## src/rtl/fetch_stage_unit.sv

```systemverilog
// Instruction fetch with a single outstanding imem request, feeding the IF/ID register.
// Latency: one cycle from response to ID. stall_id holds ID, stall_if blocks issue, flush_id kills and redirects.
module fetch_stage_unit #(
    parameter logic [31:0] RESET_PC  = 32'h0000_0000,
    parameter logic [31:0] NOP_INSTR = 32'h0000_0013
) (
    input  logic        clk,
    input  logic        rst,
    input  logic        stall_if,
    input  logic        stall_id,
    input  logic        flush_id,
    input  logic [31:0] redirect_pc,
    output logic        imem_req,
    output logic [31:0] imem_addr,
    input  logic        imem_ready,
    input  logic        imem_rvalid,
    input  logic [31:0] imem_rdata,
    output logic        valid_id,
    output logic [31:0] instr_id,
    output logic [31:0] pc_id,
    output logic [31:0] pc_plus4_id
);

    typedef enum logic [1:0] {S_REQ, S_WAIT, S_HOLD} state_t;

    state_t      state, state_nxt;
    logic [31:0] pc_f, pc_f_nxt;
    logic [31:0] pc_out;
    logic        kill, kill_nxt;
    logic [31:0] buf_instr, buf_pc;
    logic        req;
    logic        handshake;
    logic        deliver;
    logic [31:0] deliver_instr, deliver_pc;
    logic        buf_load;
    logic        unused_redirect_bits;

    // No compressed instructions, so the low redirect bits carry no information.
    assign unused_redirect_bits = ^redirect_pc[1:0];

    assign imem_req    = req & ~rst;
    assign imem_addr   = pc_f;
    assign handshake   = req & imem_ready;
    assign pc_plus4_id = pc_id + 32'd4;

    always_comb begin
        state_nxt     = state;
        kill_nxt      = kill;
        pc_f_nxt      = pc_f;
        req           = 1'b0;
        deliver       = 1'b0;
        deliver_instr = buf_instr;
        deliver_pc    = buf_pc;
        buf_load      = 1'b0;
        case (state)
            S_REQ: begin
                req = !stall_if && !flush_id;
                if (req && imem_ready) begin
                    pc_f_nxt  = pc_f + 32'd4;
                    state_nxt = S_WAIT;
                end
            end
            S_WAIT: begin
                if (flush_id) begin
                    // A response arriving with the flush is simply dropped; otherwise remember to drop it later.
                    if (imem_rvalid) begin
                        kill_nxt  = 1'b0;
                        state_nxt = S_REQ;
                    end else begin
                        kill_nxt = 1'b1;
                    end
                end else if (imem_rvalid) begin
                    state_nxt = S_REQ;
                    if (kill) begin
                        kill_nxt = 1'b0;
                    end else if (!stall_id) begin
                        deliver       = 1'b1;
                        deliver_instr = imem_rdata;
                        deliver_pc    = pc_out;
                    end else begin
                        buf_load  = 1'b1;
                        state_nxt = S_HOLD;
                    end
                end
            end
            S_HOLD: begin
                if (flush_id) begin
                    state_nxt = S_REQ;
                end else if (!stall_id) begin
                    deliver   = 1'b1;
                    state_nxt = S_REQ;
                end
            end
            default: state_nxt = S_REQ;
        endcase
        if (flush_id) begin
            pc_f_nxt = {redirect_pc[31:2], 2'b00};
        end
    end

    always_ff @(posedge clk or posedge rst) begin
        if (rst) begin
            state     <= S_REQ;
            pc_f      <= {RESET_PC[31:2], 2'b00};
            pc_out    <= 32'd0;
            kill      <= 1'b0;
            buf_instr <= NOP_INSTR;
            buf_pc    <= 32'd0;
        end else begin
            state <= state_nxt;
            pc_f  <= pc_f_nxt;
            kill  <= kill_nxt;
            if (handshake) begin
                pc_out <= pc_f;
            end
            if (buf_load) begin
                buf_instr <= imem_rdata;
                buf_pc    <= pc_out;
            end
        end
    end

    always_ff @(posedge clk or posedge rst) begin
        if (rst) begin
            valid_id <= 1'b0;
            instr_id <= NOP_INSTR;
            pc_id    <= 32'd0;
        end else if (flush_id) begin
            valid_id <= 1'b0;
            instr_id <= NOP_INSTR;
        end else if (!stall_id) begin
            // pc_id keeps the last real PC across bubbles.
            valid_id <= deliver;
            instr_id <= deliver ? deliver_instr : NOP_INSTR;
            if (deliver) begin
                pc_id <= deliver_pc;
            end
        end
    end

endmodule
```

## config.mk

```make
export PLATFORM = sky130hd
export DESIGN_NAME = fetch_stage_unit
export DESIGN_NICKNAME = d
export VERILOG_FILES = /design/src/rtl/fetch_stage_unit.sv
export SDC_FILE = /design/constraint.sdc
export NUM_CORES = 1
export LEC_CHECK = 0
export CORE_MARGIN = 3
export CORE_UTILIZATION = 51
export DETAILED_ROUTE_END_ITERATION = 8
export HOLD_SLACK_MARGIN = 0.1
export PLACE_DENSITY = 0.88
export SLEW_MARGIN = 20
export SYNTH_ARGS = -nofsm -noshare
export SYNTH_HDL_FRONTEND = slang
export SYNTH_SLANG_ARGS = --single-unit
```

## constraint.sdc

```tcl
create_clock -name clk -period 7.4 [get_ports clk]
set_clock_uncertainty 0.15 [all_clocks]
set_input_delay 0.74 -clock clk [delete_from_list [all_inputs] [get_ports clk]]
set_output_delay 0.74 -clock clk [all_outputs]
set_load 0.02 [all_outputs]
```

==> results of run 1 <==
-- sequential cells by signal (all words and copies together), names as in the netlist --
| register | count |
|---|---|
| buf_instr | 32 |
| instr_id | 32 |
| buf_pc | 30 |
| imem_addr | 30 |
| pc_id | 30 |
| pc_out | 30 |
| state | 2 |
| kill | 1 |
| valid_id | 1 |
-- worst max-delay path: cells and delay by family (launching register included) --
family	cells	cell delay (ns)
buffers and inverters	1	0.63
DFF	1	0.51
xor gates and xnor gates	1	0.20
and+or+nand+nor	4	1.04
-- layout make-up --
| type | instances | area (um2) | area share (%) |
|---|---|---|---|
| inverter | 11 | 46.3 | 0.397 |
| timing repair buffer | 200 | 1990 | 17.0 |
| clock inverter | 11 | 169 | 1.45 |
| multi-input combinational | 609 | 4020 | 34.5 |
| tap | 225 | 282 | 2.42 |
| sequential | 188 | 4710 | 40.4 |
| clock buffer | 19 | 443 | 3.80 |
-- layout by cell type (no fill, tap or decap), types with 4 or more instances in the layout --
cell,n
ha_1,5
clkdlybuf4s50_1,192
o211ai_1,11
a21oi_1,7
and4_1,8
and3_1,11
mux2_2,63
nand3_1,31
clkinvlp_4,4
clkbuf_16,17
or3_1,8
mux2i_1,60
bufinv_16,4
dfstp_2,6
o311ai_0,4
conb_1,6
nor3_1,5
o22a_1,4
inv_1,8
o21ai_0,72
buf_4,7
nor2_1,20
nand4_1,16
dfrtp_1,182
xnor2_1,27
nand2_1,195
-- power by group --
group	internal [W]	switching, W	leakage, nW
Combinational	0.000526	0.000503	2.68
Clock	0.000570	0.000377	0.287
Sequential	0.00133	0.000252	2.42
-- path summary, 6_finish.rpt --
| check | endpoint | cells after the start |
|---|---|---|
| worst max-delay path | pc_plus4_id[18] | 6 |
| worst min-delay path | valid_id$_DFFE_PP0P_ | 2 |
| worst max register to register | buf_pc[24]$_DFFE_PP0P_ | 7 |
| worst min register to register | valid_id$_DFFE_PP0P_ | 2 |
| max in group asynchronous | pc_out[14]$_DFFE_PP0P_ | 3 |
| min in group asynchronous | imem_addr[14]$_DFFE_PP0P_ | 2 |
-- through the flow --
step                      cell area (um2)  std cells
final                               11700       1263
after global routing                11700       1263
after CTS                           11600       1263
after detailed placement            11000       1233
after global placement              11000       1233
after floorplan                      9050        861
-- cells by family (layout without fill, tap and decap cells) --
kind of cell,after synthesis,in the layout,share of synthesized area (%)
AO/OA/AOI/OAI,121,121,8.26
AND/OR/NAND/NOR,325,325,17.8
flip-flops,188,188,52.2
buffers and inverters,64,241,3.68
XOR/XNOR,29,29,2.81
adder cells (fa/ha/maj),5,5,0.693
multiplexers,123,123,14.5
other,1,6,0.0415
-- per-layer routing --
layer | part of all wire, % | GRT usage (%)
met5 | 0 | 0
met4 | 1.5 | 7.16
met1 | 45 | 31.9
met3 | 6.5 | 4.72
met2 | 47 | 36.9
==> flow_summary.toml, run 1 <==
[run_status]
status = "completed"

[die]
fp.dieW_um = 139
starting_density_of_the_core_pct = 52.2
core_area_um2 = 17300
fp.dieH_um = 139
placement_rows = 48
pin_count = 201
floorplan.die_area_um2 = 19300

[global_routing]
grt_use_total_pct = 23.1
grt_first_pass_wirelength_mm = 36.4
grt_start_max_net_pins = 99
globalRouteOverflowTotal = 0
first_global_vias = 7061
grt_antenna_before_repair = 0

[timing]
worst_slew_slack_as_a_fraction_of_its_limit_pct = 27.3
final.min_clock_period_ns = 3.71
setup_total_negative_slack_ns = 0
post-route-worst-setup-slack_ns = 3.69
tightest_pin_transition_ns = 1.09
post-route-period-util_pct = 50.1
rsz_0062_raised_after_global_routing = "no"
worst_hold_slack_ns = 0.331
max_slew_violation_count = 0
final-hold-violation-count = 0
fmax_mhz = 270
report.final.setup_viol = 0

[synthesis]
ys_top_cells_by_area = "dfrtp_1 50%, nand2_1 8.1%, mux2_2 7.9%"
synthesized_instance_count = 856
synth_top_flop_cell = "dfrtp_1"
synth-seq-area-share_pct = 52.2
yosys_register_bits = 188
yosysTopAreaCellShare_pct = 50.4
post_synth_most_frequent_cells = "196 x nand2_1, 182 x dfrtp_1, 72 x o21ai_0, 63 x mux2_2, 60 x mux2i_1"
syn-cell-area_um2 = 9030
synth.distinct_cells = 64
synth_enable_flop_cells = 0
synth-async-reset-ratio_pct = 100
syn-mean-instance-area_um2 = 10.6
cell_with_the_most_instances_after_synthesis = "nand2_1"
ys_warn_count = 0
yosysTopAreaCell = "dfrtp_1"

[clock_network]
clock_tree.buffer_depth = 2
ctsResizeCount = 0
cts_made_buffers = 17
clockRootBuffer = "clkbuf_16"
cts_tree = "built"
cts_clk_pin_slew_worst_paths_ns = 0.06
worst_skew_pair.late_latency_ns = 0.43
clock_sinks = 188
postCtsSetupRepairBufs = 0
ctsHoldBuffers = 0
cts.htree.levels = 4

[setup_path]
start_kind = "register"
worstPathMaxFanout = 6
setup.worst_path.class = "reg -> out"
slowest_stage = "clkdlybuf4s50_1"
r2r_start = "state[1]$_DFFE_PP0P_"
timing.critical_path.cells = "and4_1, nand4_4, and2b_1, nand3_1, xnor2_1, clkdlybuf4s50_1"
reg2reg_setup_slack_ns = 4.70
crit_required_ns = 6.51
nature_of_the_critical_path_endpoint = "output pin"
worst_path_largest_cell_delay_ns = 0.63
worst_ep_arrival_time_ns = 2.82
timing.critical_path.from = "pc_id[10]$_DFFE_PP0P_"

[hold_path]
hold_path_class = "reg -> reg"
beginning_of_the_worst_hold_path = "valid_id$_DFFE_PP0P_"

[routing]
drc_errors = 0
routedWlPerCell_um = 17.7
drt_iter0_drc = 530
vias_per_cell = 5.65
detailroute.via_count = 7132
totalWireLength_mm = 22.4
drt_pass1_iterations = 6
antenna_left = 0

[layout]
final_layout_size_suffix_gt1_share_pct = 12.4
area_growth_syn_to_layout_pct = 29.0
final_core_util_pct = 67.4
layout.nets = 1103
filler_cell_count = 1352
antenna-diode-count = 0

[power_and_ir_drop]
powerDensity_nw_per_um2 = 306
p_total_w = 0.00356
p_leak_nw = 5.39
highest_ir_drop_seen_on_vdd_mv = 0.180

[placement]
port_buffers = 192
place_hpwl_mm = 15.3
gp_routability_congestion = 0.902
pre_cts_ws_ns = 4.00

[job]
reported_max_cap_violation_count = 0
No activity file was read; power rests on OpenSTA's default activity.
==> run 2: changes to the inputs <==
CORE_UTILIZATION = 46   (was 51)
PLACE_DENSITY = 0.84   (was 0.88)
clock period = 3.3 ns   (was 7.4 ns; I/O delays follow)
==> run 2 against run 1 <==
  * Non-clock buffer count grew 17
  * Sequential power increased by 120%
  * Final cell count increased by 4.1%
  * Utilization fell by 4.9 points
  * Critical path depth stayed put
  * First-iteration DRC count shrank 38%
  * Global-route usage shrank 1.8 points
  * Via count hardly changed
  * Combinational power rose by 130%
  * Clock power is 110% higher
  * Clock-buffer cell count decreased by 1
  * Worst setup slack lost 3.5 ns
  * Critical path type unchanged
  * Critical endpoint is now pc_plus4_id[24]
  * Largest cell class unchanged
  * Largest power group unchanged
  * Highest routed layer unchanged
==> flow_summary.toml, run 2 (synthesized netlist as in run 1, its figures left out) <==
[run_status]
status = "completed"

[global_routing]
first_global_vias = 7019
grt_first_pass_wirelength_mm = 37.0
globalRouteOverflowTotal = 0
grt_antenna_before_repair = 0
grt_use_total_pct = 21.2
grt_start_max_net_pins = 94

[setup_path]
start_kind = "register"
timing.critical_path.from = "pc_id[5]$_DFFE_PP0P_"
r2r_start = "state[0]$_DFFE_PP0P_"
nature_of_the_critical_path_endpoint = "output pin"
worstPathMaxFanout = 7
worst_ep_arrival_time_ns = 2.67
setup.worst_path.class = "reg -> out"
crit_required_ns = 2.82

[placement]
place_hpwl_mm = 16.3
pre_cts_ws_ns = 0.425
gp_routability_congestion = 0.875
port_buffers = 192

[power_and_ir_drop]
powerDensity_nw_per_um2 = 668
p_total_w = 0.00794
highest_ir_drop_seen_on_vdd_mv = 0.402
p_leak_nw = 5.52

[layout]
layout.nets = 1120
area_growth_syn_to_layout_pct = 31.6
final_layout_size_suffix_gt1_share_pct = 14.4
layout_commonest_cell = "nand2_1"
layout_common_cells = "195 x nand2_1, 190 x clkdlybuf4s50_1, 180 x dfrtp_1"
reg.largest.list = "buf_instr x32, instr_id x32"
antenna-diode-count = 0

[timing]
fmax_mhz = 317
tightest_pin_transition_ns = 0.892
worst_slew_slack_as_a_fraction_of_its_limit_pct = 40.4
final-hold-violation-count = 0
post-route-period-util_pct = 95.6
report.final.setup_viol = 0
post-route-worst-setup-slack_ns = 0.146
max_slew_violation_count = 0
final.min_clock_period_ns = 3.15
rsz_0062_raised_after_global_routing = "no"
setup_total_negative_slack_ns = 0
worst_hold_slack_ns = 0.317

[routing]
drc_errors = 0
drt_iter0_drc = 326
vias_per_cell = 5.43
detailroute.via_count = 7137
drt_pass1_iterations = 5
totalWireLength_mm = 22.5
antenna_left = 0
routedWlPerCell_um = 17.1

[die]
floorplan.die_area_um2 = 21400
placement_rows = 50
fp.dieH_um = 146
core_area_um2 = 19000
starting_density_of_the_core_pct = 47.5
pin_count = 201
fp.dieW_um = 146

[clock_network]
cts_clk_pin_slew_worst_paths_ns = 0.07
ctsHoldBuffers = 0
worst_skew_pair.late_latency_ns = 0.43
clockRootBuffer = "clkbuf_16"
cts.htree.levels = 4
clock_tree.buffer_depth = 2
cts_tree = "built"
clock_sinks = 188
cts_made_buffers = 17

[hold_path]
hold_path_class = "in -> async"

[job]
reported_max_cap_violation_count = 0
run 2: cell types whose count changed in the layout (fill, tap and decap cells not counted), moves of 2 or more:
cell             change
buf_4               +11
buf_12               +7
clkinv_4             +3
bufinv_16            -2
clkdlybuf4s50_1      -2
dfrtp_1              -2
dfrtp_2              +2
dlymetal6s2s_1       +2
run 2: cell type report:
type,count,area [um2]
inverter,11,45.0
timing repair buffer,217,2200
fill,1560,7130
clock inverter,12,140
clock buffer,18,439
tap,260,325
multi-input combinational,609,4020
sequential,188,4710
run 2: path summary, 6_finish.rpt:
check	to	cells after the start	slack [ns]
worst max-delay path	pc_plus4_id[24]	6	0.15
worst min-delay path	imem_addr[17]$_DFFE_PP0P_	2	0.32
worst max register to register	imem_addr[14]$_DFFE_PP0P_	7	0.92
worst min register to register	instr_id[12]$_DFFE_PP0P_	2	0.33
max in group asynchronous	instr_id[0]$_DFFE_PP1P_	3	1.95
min in group clk	imem_addr[25]$_DFFE_PP0P_	3	0.32
run 2: metal layers:
layer,track usage [%],up-vias,share of wire (%),wire [um]
met1,29.0,3469,44,9990
met5,0,-,0,0
li1,-,3366,-,-
met3,5.15,32,6.9,1560
met4,6.68,0,1.8,408
met2,33.7,270,47,10600
run 2: stage by stage:
step | util (%) | area [um2] | instances
CTS | 62.4 | 11900 | 1314
global route | 62.5 | 11900 | 1315
floorplan | - | 9050 | 861
global placement | 59.4 | 11300 | 1284
finish | 62.5 | 11900 | 1315
detailed placement | 59.4 | 11300 | 1284
run 2: worst max-delay path: stages (launching register included):
cell and delay (ns):
dfrtp_1 0.45, and4_1 0.28, and3_2 0.32, and2b_1 0.25
nand4_1 0.14, xnor2_1 0.18, clkdlybuf4s50_1 0.63
run 2: repair_timing:
action | 4_1_cts | 5_1_grt
gates resized for setup | 1 | 7
gates cloned | 0 | 0
setup buffers | 0 | 1
setup endpoints to repair | 1 | 10
pin swaps | 0 | 0
run 2: report_power, final:
group	switching, W	internal (W)	leakage (nW)	total (W)
Combinational	0.00115	0.00123	2.83	0.00237
Clock	0.000887	0.00114	0.275	0.00202
Sequential	0.000553	0.00299	2.42	0.00354
